[src/rtl/udma_cfg_apb_bridge.sv]
// udma_cfg_apb_bridge
// APB slave that turns each APB transfer into exactly one uDMA cfg-bus
// transaction and returns the response to the APB master.
// Optional responder timeout: define UDMA_CFG_BRIDGE_TIMEOUT_EN to enable.
module udma_cfg_apb_bridge #(
  parameter int unsigned APB_AWIDTH     = 12,
  parameter int unsigned CFG_AWIDTH     = 5,
  parameter int unsigned WINDOW_WORDS   = 20,
  parameter int unsigned TIMEOUT_CYCLES = 64
) (
  input  logic                  clk_i,
  input  logic                  rstn_i,
  input  logic [APB_AWIDTH-1:0] paddr_i,
  input  logic [31:0]           pwdata_i,
  input  logic                  pwrite_i,
  input  logic                  psel_i,
  input  logic                  penable_i,
  output logic [31:0]           prdata_o,
  output logic                  pready_o,
  output logic                  pslverr_o,
  output logic [CFG_AWIDTH-1:0] cfg_addr_o,
  output logic [31:0]           cfg_data_o,
  output logic                  cfg_valid_o,
  output logic                  cfg_rwn_o,
  input  logic [31:0]           cfg_data_i,
  input  logic                  cfg_ready_i
);

  // Elaboration-time parameter sanity checks
  if ((TIMEOUT_CYCLES < 2) || (TIMEOUT_CYCLES > 255)) begin : g_bad_timeout
    $error("TIMEOUT_CYCLES must be in 2..255");
  end
  if (APB_AWIDTH < CFG_AWIDTH + 3) begin : g_bad_awidth
    $error("APB_AWIDTH must exceed CFG_AWIDTH+2");
  end

  typedef enum logic [1:0] {
    IDLE,
    ISSUE,
    RESP
  } state_e;

  state_e state_q, state_d;

  logic [CFG_AWIDTH-1:0] cfg_addr_q;
  logic [31:0]           cfg_data_q;
  logic                  cfg_rwn_q;
  logic [31:0]           prdata_q;
  logic                  err_q;

  logic                  setup;
  logic                  accept;
  logic [CFG_AWIDTH-1:0] idx;
  logic [APB_AWIDTH-1:0] hi_bits;
  logic                  setup_err;
  logic                  cfg_done;
  logic                  tmo_hit;

  assign setup     = psel_i & ~penable_i;
  assign accept    = (state_q == IDLE) & setup;
  assign idx       = paddr_i[CFG_AWIDTH+1:2];
  assign hi_bits   = paddr_i >> (CFG_AWIDTH + 2);
  assign setup_err = (|paddr_i[1:0]) | (|hi_bits) | (32'(idx) >= WINDOW_WORDS);
  assign cfg_done  = (state_q == ISSUE) & cfg_ready_i;

`ifdef UDMA_CFG_BRIDGE_TIMEOUT_EN
  localparam logic [7:0] TMO_LAST = 8'(TIMEOUT_CYCLES - 1);

  logic [7:0] tmo_cnt_q;

  // The counter holds (ISSUE cycles elapsed - 1), so comparing against
  // TIMEOUT_CYCLES-1 fires in the TIMEOUT_CYCLES-th ISSUE cycle; a ready
  // in that same cycle takes priority.
  assign tmo_hit = (state_q == ISSUE) & ~cfg_ready_i & (tmo_cnt_q == TMO_LAST);

  // Wait counter: cleared when a transfer enters ISSUE, counts stalled cycles
  always_ff @(posedge clk_i or negedge rstn_i) begin
    if (!rstn_i) begin
      tmo_cnt_q <= '0;
    end else if (accept && !setup_err) begin
      tmo_cnt_q <= '0;
    end else if ((state_q == ISSUE) && !cfg_ready_i) begin
      tmo_cnt_q <= tmo_cnt_q + 8'd1;
    end
  end
`else
  assign tmo_hit = 1'b0;
`endif

  // State register
  always_ff @(posedge clk_i or negedge rstn_i) begin
    if (!rstn_i) begin
      state_q <= IDLE;
    end else begin
      state_q <= state_d;
    end
  end

  // Next-state logic
  always_comb begin
    state_d = state_q;
    case (state_q)
      IDLE:    if (setup) state_d = setup_err ? RESP : ISSUE;
      ISSUE:   if (cfg_done || tmo_hit) state_d = RESP;
      RESP:    state_d = IDLE;
      default: state_d = IDLE;
    endcase
  end

  // Output decode; pready only while the master is still in its access phase
  always_comb begin
    cfg_valid_o = 1'b0;
    pready_o    = 1'b0;
    pslverr_o   = 1'b0;
    case (state_q)
      ISSUE: cfg_valid_o = 1'b1;
      RESP: begin
        pready_o  = psel_i & penable_i;
        pslverr_o = psel_i & penable_i & err_q;
      end
      default: ;
    endcase
  end

  // Request/response datapath: latch request on setup, capture read data on completion
  always_ff @(posedge clk_i or negedge rstn_i) begin
    if (!rstn_i) begin
      cfg_addr_q <= '0;
      cfg_data_q <= '0;
      cfg_rwn_q  <= 1'b1;
      prdata_q   <= '0;
      err_q      <= 1'b0;
    end else if (accept) begin
      cfg_addr_q <= idx;
      cfg_data_q <= pwrite_i ? pwdata_i : '0;
      cfg_rwn_q  <= ~pwrite_i;
      prdata_q   <= '0;
      err_q      <= setup_err;
    end else if (cfg_done) begin
      prdata_q   <= cfg_rwn_q ? cfg_data_i : '0;
      err_q      <= 1'b0;
    end else if (tmo_hit) begin
      prdata_q   <= 32'hDEAD_BEEF;
      err_q      <= 1'b1;
    end
  end

  assign cfg_addr_o = cfg_addr_q;
  assign cfg_data_o = cfg_data_q;
  assign cfg_rwn_o  = cfg_rwn_q;
  assign prdata_o   = prdata_q;

endmodule

[config.mk]
export PLATFORM = sky130hd
export DESIGN_NAME = udma_cfg_apb_bridge
export DESIGN_NICKNAME = d
export VERILOG_FILES = /design/src/rtl/udma_cfg_apb_bridge.sv
export SDC_FILE = /design/constraint.sdc
export NUM_CORES = 1
export LEC_CHECK = 0
export CAP_MARGIN = 20
export CORE_MARGIN = 2
export CORE_UTILIZATION = 55
export CTS_CLUSTER_SIZE = 25
export DETAILED_ROUTE_END_ITERATION = 8
export DONT_BUFFER_PORTS = 1
export PLACE_DENSITY_LB_ADDON = 0.15
export SYNTH_ARGS = -nofsm -noshare
export SYNTH_HDL_FRONTEND = slang
export SYNTH_SLANG_ARGS = --single-unit
[constraint.sdc]
create_clock -name clk_i -period 2.9 [get_ports clk_i]
set_input_delay 0.58 -clock clk_i [delete_from_list [all_inputs] [get_ports clk_i]]
set_output_delay 0.58 -clock clk_i [all_outputs]
set_load 0.02 [all_outputs]
* Yosys cells after proc, flatten, opt, wreduce, memory -nomap -nowiden
Index checks and enable logic that the tools add are counted.
** Operators by class
- Bitwise gates (word level) :: 9
- Mux-type cells :: 13
- Equal/unequal tests :: 4
- Order comparisons :: 1
- Reduce and logical (&&, ||, !) cells :: 5
** Operators with widths (number)
- $mux W32 :: 4
- $mux W2 :: 3
- $and A1 B1 Y1 :: 5
- $ge A5 B5 Y1 const B :: 1
- $mux W1 :: 5
- $reduce_or A5 Y1 :: 1
- $ne A2 B2 Y1 const B :: 2
- $pmux W2 S2 :: 1
- $eq A2 B1 Y1 const B :: 1
- $eq A2 B2 Y1 const B :: 1
- $logic_not A2 Y1 :: 1
- $not A1 Y1 :: 2
- $or A1 B1 Y1 :: 2
- $reduce_and A2 Y1 :: 1
- $reduce_bool A2 Y1 :: 1
- $reduce_or A2 Y1 :: 1
** Storage, ports and cells
- Register bits after elaboration :: 73
- Output and inout bits :: 73
- Logic and storage cells :: 38
- Input bits :: 82

* Logic depth before layout (Yosys ltp)
- Depth after elaboration :: 6
- Mapped depth :: 5

* Worst setup path after synthesis
OpenSTA, ideal clock, no wires.
- Path type :: input-to-reg
- Start point :: input port penable_i
- End point :: register prdata_q[0] (netlist: prdata_o[0])
- Setup time :: 0.121 ns
- Path buffers :: 2
- Data arrival time :: 1.714 ns
- Setup slack :: 1.065 ns
- Cell stages on the path :: 5
- Cell sequence :: or4b_4 > buf_6 > a21boi_4 > buf_6 > a22o_1
** On the way
- Cells in the longest elaborated chain, start to end :: 4
** RTL lines
- start, declared :: RTL line 17 : input logic penable_i,
- $not A1 Y1 (*) :: RTL line 59 : assign setup = psel_i & ~penable_i;
- $and A1 B1 Y1 (*) :: RTL line 59
- $and A1 B1 Y1 (*) :: RTL line 60 : assign accept = (state_q == IDLE) & setup;
- $mux W32 or $reduce_bool A2 Y1 (tied branches)
- end signal, assigned :: RTL line 140 : prdata_q <= cfg_rwn_q ? cfg_data_i : '0;
- end, declared :: RTL line 48 : logic [31:0] prdata_q;
Every way passes the cells marked *; elsewhere a longest branch is shown, timed or not.
A chain may end at the register's enable or synchronous reset.

* Worst setup path after layout
- Start point :: register state_q[0]
- End point :: register state_q[1]
** On the way
- Cells in the longest elaborated chain, start to end :: 4
** RTL lines
- start, declared :: RTL line 43 : state_e state_q, state_d;
- start signal, assigned :: RTL line 95 : state_q <= state_d;
- $eq A2 B1 Y1 :: RTL line 64, 102
- $and A1 B1 Y1 :: RTL line 64 : assign cfg_done = (state_q == ISSUE) & cfg_ready_i;
- $ne A2 B2 Y1 (no line)
- $reduce_and A2 Y1 (no line)
Several ways; a longest one is shown, not always the timed one.

==> impl_metrics.tcl <==
set metrics [dict create \
    cts_tree "yes" \
    worstSetupEndpointType "flip-flop" \
    die_area_um2 5680 \
    clkTransAtPathRegs_ns 0.07 \
    antenna_found_initial 0 \
    slew_violations 0 \
    fin_area_um2 3060 \
    hold_viol 0 \
    total_power_mw 2.27 \
    critPathMaxStageDelay_ns 0.80 \
    die_h_um 75.4 \
    hp-class "input pin to asynchronous set/reset pin" \
    overflow 0 \
    clockBufferDepth 2 \
    leakage_nw 1.46 \
    cts_resized 0 \
    synthTopCellsByArea "dfrtp_1 (64%), a22o_1 (10%), nand2_1 (8.7%)" \
    final_common_cell "dfrtp_1" \
    grt_pass1_wl_um 8400 \
    route.vias.total 1779 \
    detail_route.iter0.violations 89 \
    vias_per_cell 5.78 \
    nNetsFinal 318 \
    cp.required_ns 3.11 \
    num_rows 25 \
    drt-met1-wl_um 2060 \
    synth_area_um2 2800 \
    top_layer "met4" \
    yosysTopAreaCell "dfrtp_1" \
    crit_slowest_cell "a21boi_4" \
    yosysSeqAreaShare 0.653 \
    avgSynthCellArea_um2 11.6 \
    rsz0062_at_grt "no" \
    holdBufCountCts 1 \
    clk_latency_ns 0.33 \
    wl_per_cell_um 18.3 \
    dpl.hpwl_um 3820 \
    portBuffers 0 \
    synthCells 242 \
    reg2reg_slack_ns 0.81 \
    tightest_slew_ns 0.846 \
    synth_warnings 0 \
    core_um2 4820 \
    vdd.ir_drop.worst_uv 419 \
    setup_viol 0 \
    rr_worst_depth 3 \
    cts_root_buf "clkbuf_8" \
    maxCapViolCount 0 \
    period_share 0.722 \
    diodes 0 \
    crit_type "flip-flop to flip-flop" \
    synth_top_area_frac 0.643 \
    cp_max_fo 74 \
    drt-pass1-iter-count 4 \
    tns_ns 0 \
    maxClockFrequency_mhz 477 \
    pre_cts_ws_ns 0.542 \
    drc_errors 0 \
    crit_end "state_q[1]" \
    ant_nets 0 \
    skew_ns 0.0101 \
    grt.total_usage 0.200 \
    pin_count 155 \
    layout_setup_ws_ns 0.805 \
    wl_um 5620 \
    postCtsSetupRepairBufs 0 \
    dieWidth_um 75.4 \
    wl_met2_um 2860 \
    numCtsBuffers 9 \
    yosysUniqueCellTypes 23 \
    hold_slack_ns 0.0950 \
    syn_nets 324 \
    cp-start-kind "flip-flop" \
    place_inst 291 \
    relSlewSlack 0.434 \
    final_cell_mix "dfrtp_1 (72), nand2_1 (65), o21ai_0 (34)" \
    cp.arrival_ns 2.30 \
    place_area_um2 2790 \
    multi_input_area_um2 865 \
    post-route-util 0.635 \
    cts_num_sinks 73 \
    worstPathCellList "or4b_4 -> a21boi_4 -> o21ba_1" \
    grt_max_degree 75 \
    cp-startpoint "state_q[0]" \
    cellPowerDensity_nw_per_um2 743 \
    initial_core_util 0.581 \
    grt_pass1_vias 1804 \
    layout-drive-gt1-share 0.0996 \
    instances_no_fill 308 \
    status "completed" \
    gp_congestion 0.693 \
    synth-seq-cells 73 \
    wl_met3_um 658 \
    nFillCells 405 \
    r2r-start "state_q[0]" \
    fin_crit_ns 2.09 \
    r2r-end "state_q[1]" \
    area_growth_pct 9.20 \
    htreeDepth 3 \
    seqCellArea_um2 1830 \
]
[metal layers]
metal / vias up / global-route usage
met1: 853 / 0.220
li1: 823 / -
met3: 4 / 0.0833
met5: - / 0
met2: 99 / 0.341
met4: 0 / 0.0877
[worst max-delay path: cells and delay by family (launching register included)]
| kind | cells | cell delay [ns] |
|---|---|---|
| AO/OA/AOI/OAI | 2 | 1.04 |
| AND/OR/NAND/NOR | 1 | 0.54 |
| flip-flops | 1 | 0.38 |
[cell type report]
cell class / instances / area share
timing repair buffer: 2 / 0.0115
inverter: 1 / 0.00123
tap: 67 / 0.0274
clock buffer: 9 / 0.0405
clock inverter: 7 / 0.0389
multi-input combinational: 149 / 0.283
sequential: 73 / 0.598
[flip-flops by register name, summed over array words and instances (netlist names)]
| signal | cells |
|---|---|
| cfg_data_o | 32 |
| cfg_addr_o | 5 |
| cfg_rwn_o | 1 |
| state_q | 2 |
| prdata_o | 32 |
| err_q | 1 |
[kinds of logic (layout without fill, tap and decap cells)]
group | after synthesis | count (layout) | share of synthesized area
multiplexers | 6 | 6 | 0.0241
buffers and inverters | 20 | 19 | 0.0384
flip-flops | 73 | 73 | 0.653
AO/OA/AOI/OAI | 70 | 70 | 0.176
AND/OR/NAND/NOR | 73 | 73 | 0.109
[power breakdown]
part           switching, mW  total [mW]  leakage, nW  internal (mW)
registers              0.144        1.23        0.972           1.09
logic                 0.0702       0.112        0.369         0.0420
clock network          0.355       0.926        0.115          0.571
total                  0.569        2.27         1.46           1.70
[cell usage after synthesis]
| cell | count |
|---|---|
| and2_1 | 1 |
| buf_2 | 2 |
| nand2_1 | 65 |
| o22ai_1 | 1 |
| a22o_1 | 32 |
| and4b_1 | 1 |
| dfrtp_1 | 72 |
| a21boi_4 | 1 |
| or4b_4 | 1 |
| buf_6 | 4 |
| and2b_1 | 1 |
| o21ai_0 | 34 |
| a21boi_0 | 1 |
| nand3_1 | 1 |
| and3_1 | 1 |
| mux2_1 | 3 |
| mux2_2 | 3 |
| o21ba_1 | 1 |
| dfstp_2 | 1 |
| nor3_1 | 1 |
| inv_1 | 1 |
| clkbuf_1 | 13 |
| nor4_1 | 1 |
[worst min path at each step]
stage	slack [ns]	start	cells after the start	to
after floorplan	0.28	rstn_i	0	cfg_addr_o[0]
after global placement	0.29	rstn_i	0	prdata_o[12]
after detailed placement	0.29	rstn_i	0	prdata_o[8]
after CTS	0.08	rstn_i	0	cfg_rwn_o
after global routing	0.06	rstn_i	0	cfg_rwn_o
final	0.09	rstn_i	0	cfg_rwn_o
(Power assumes the default switching activity.)
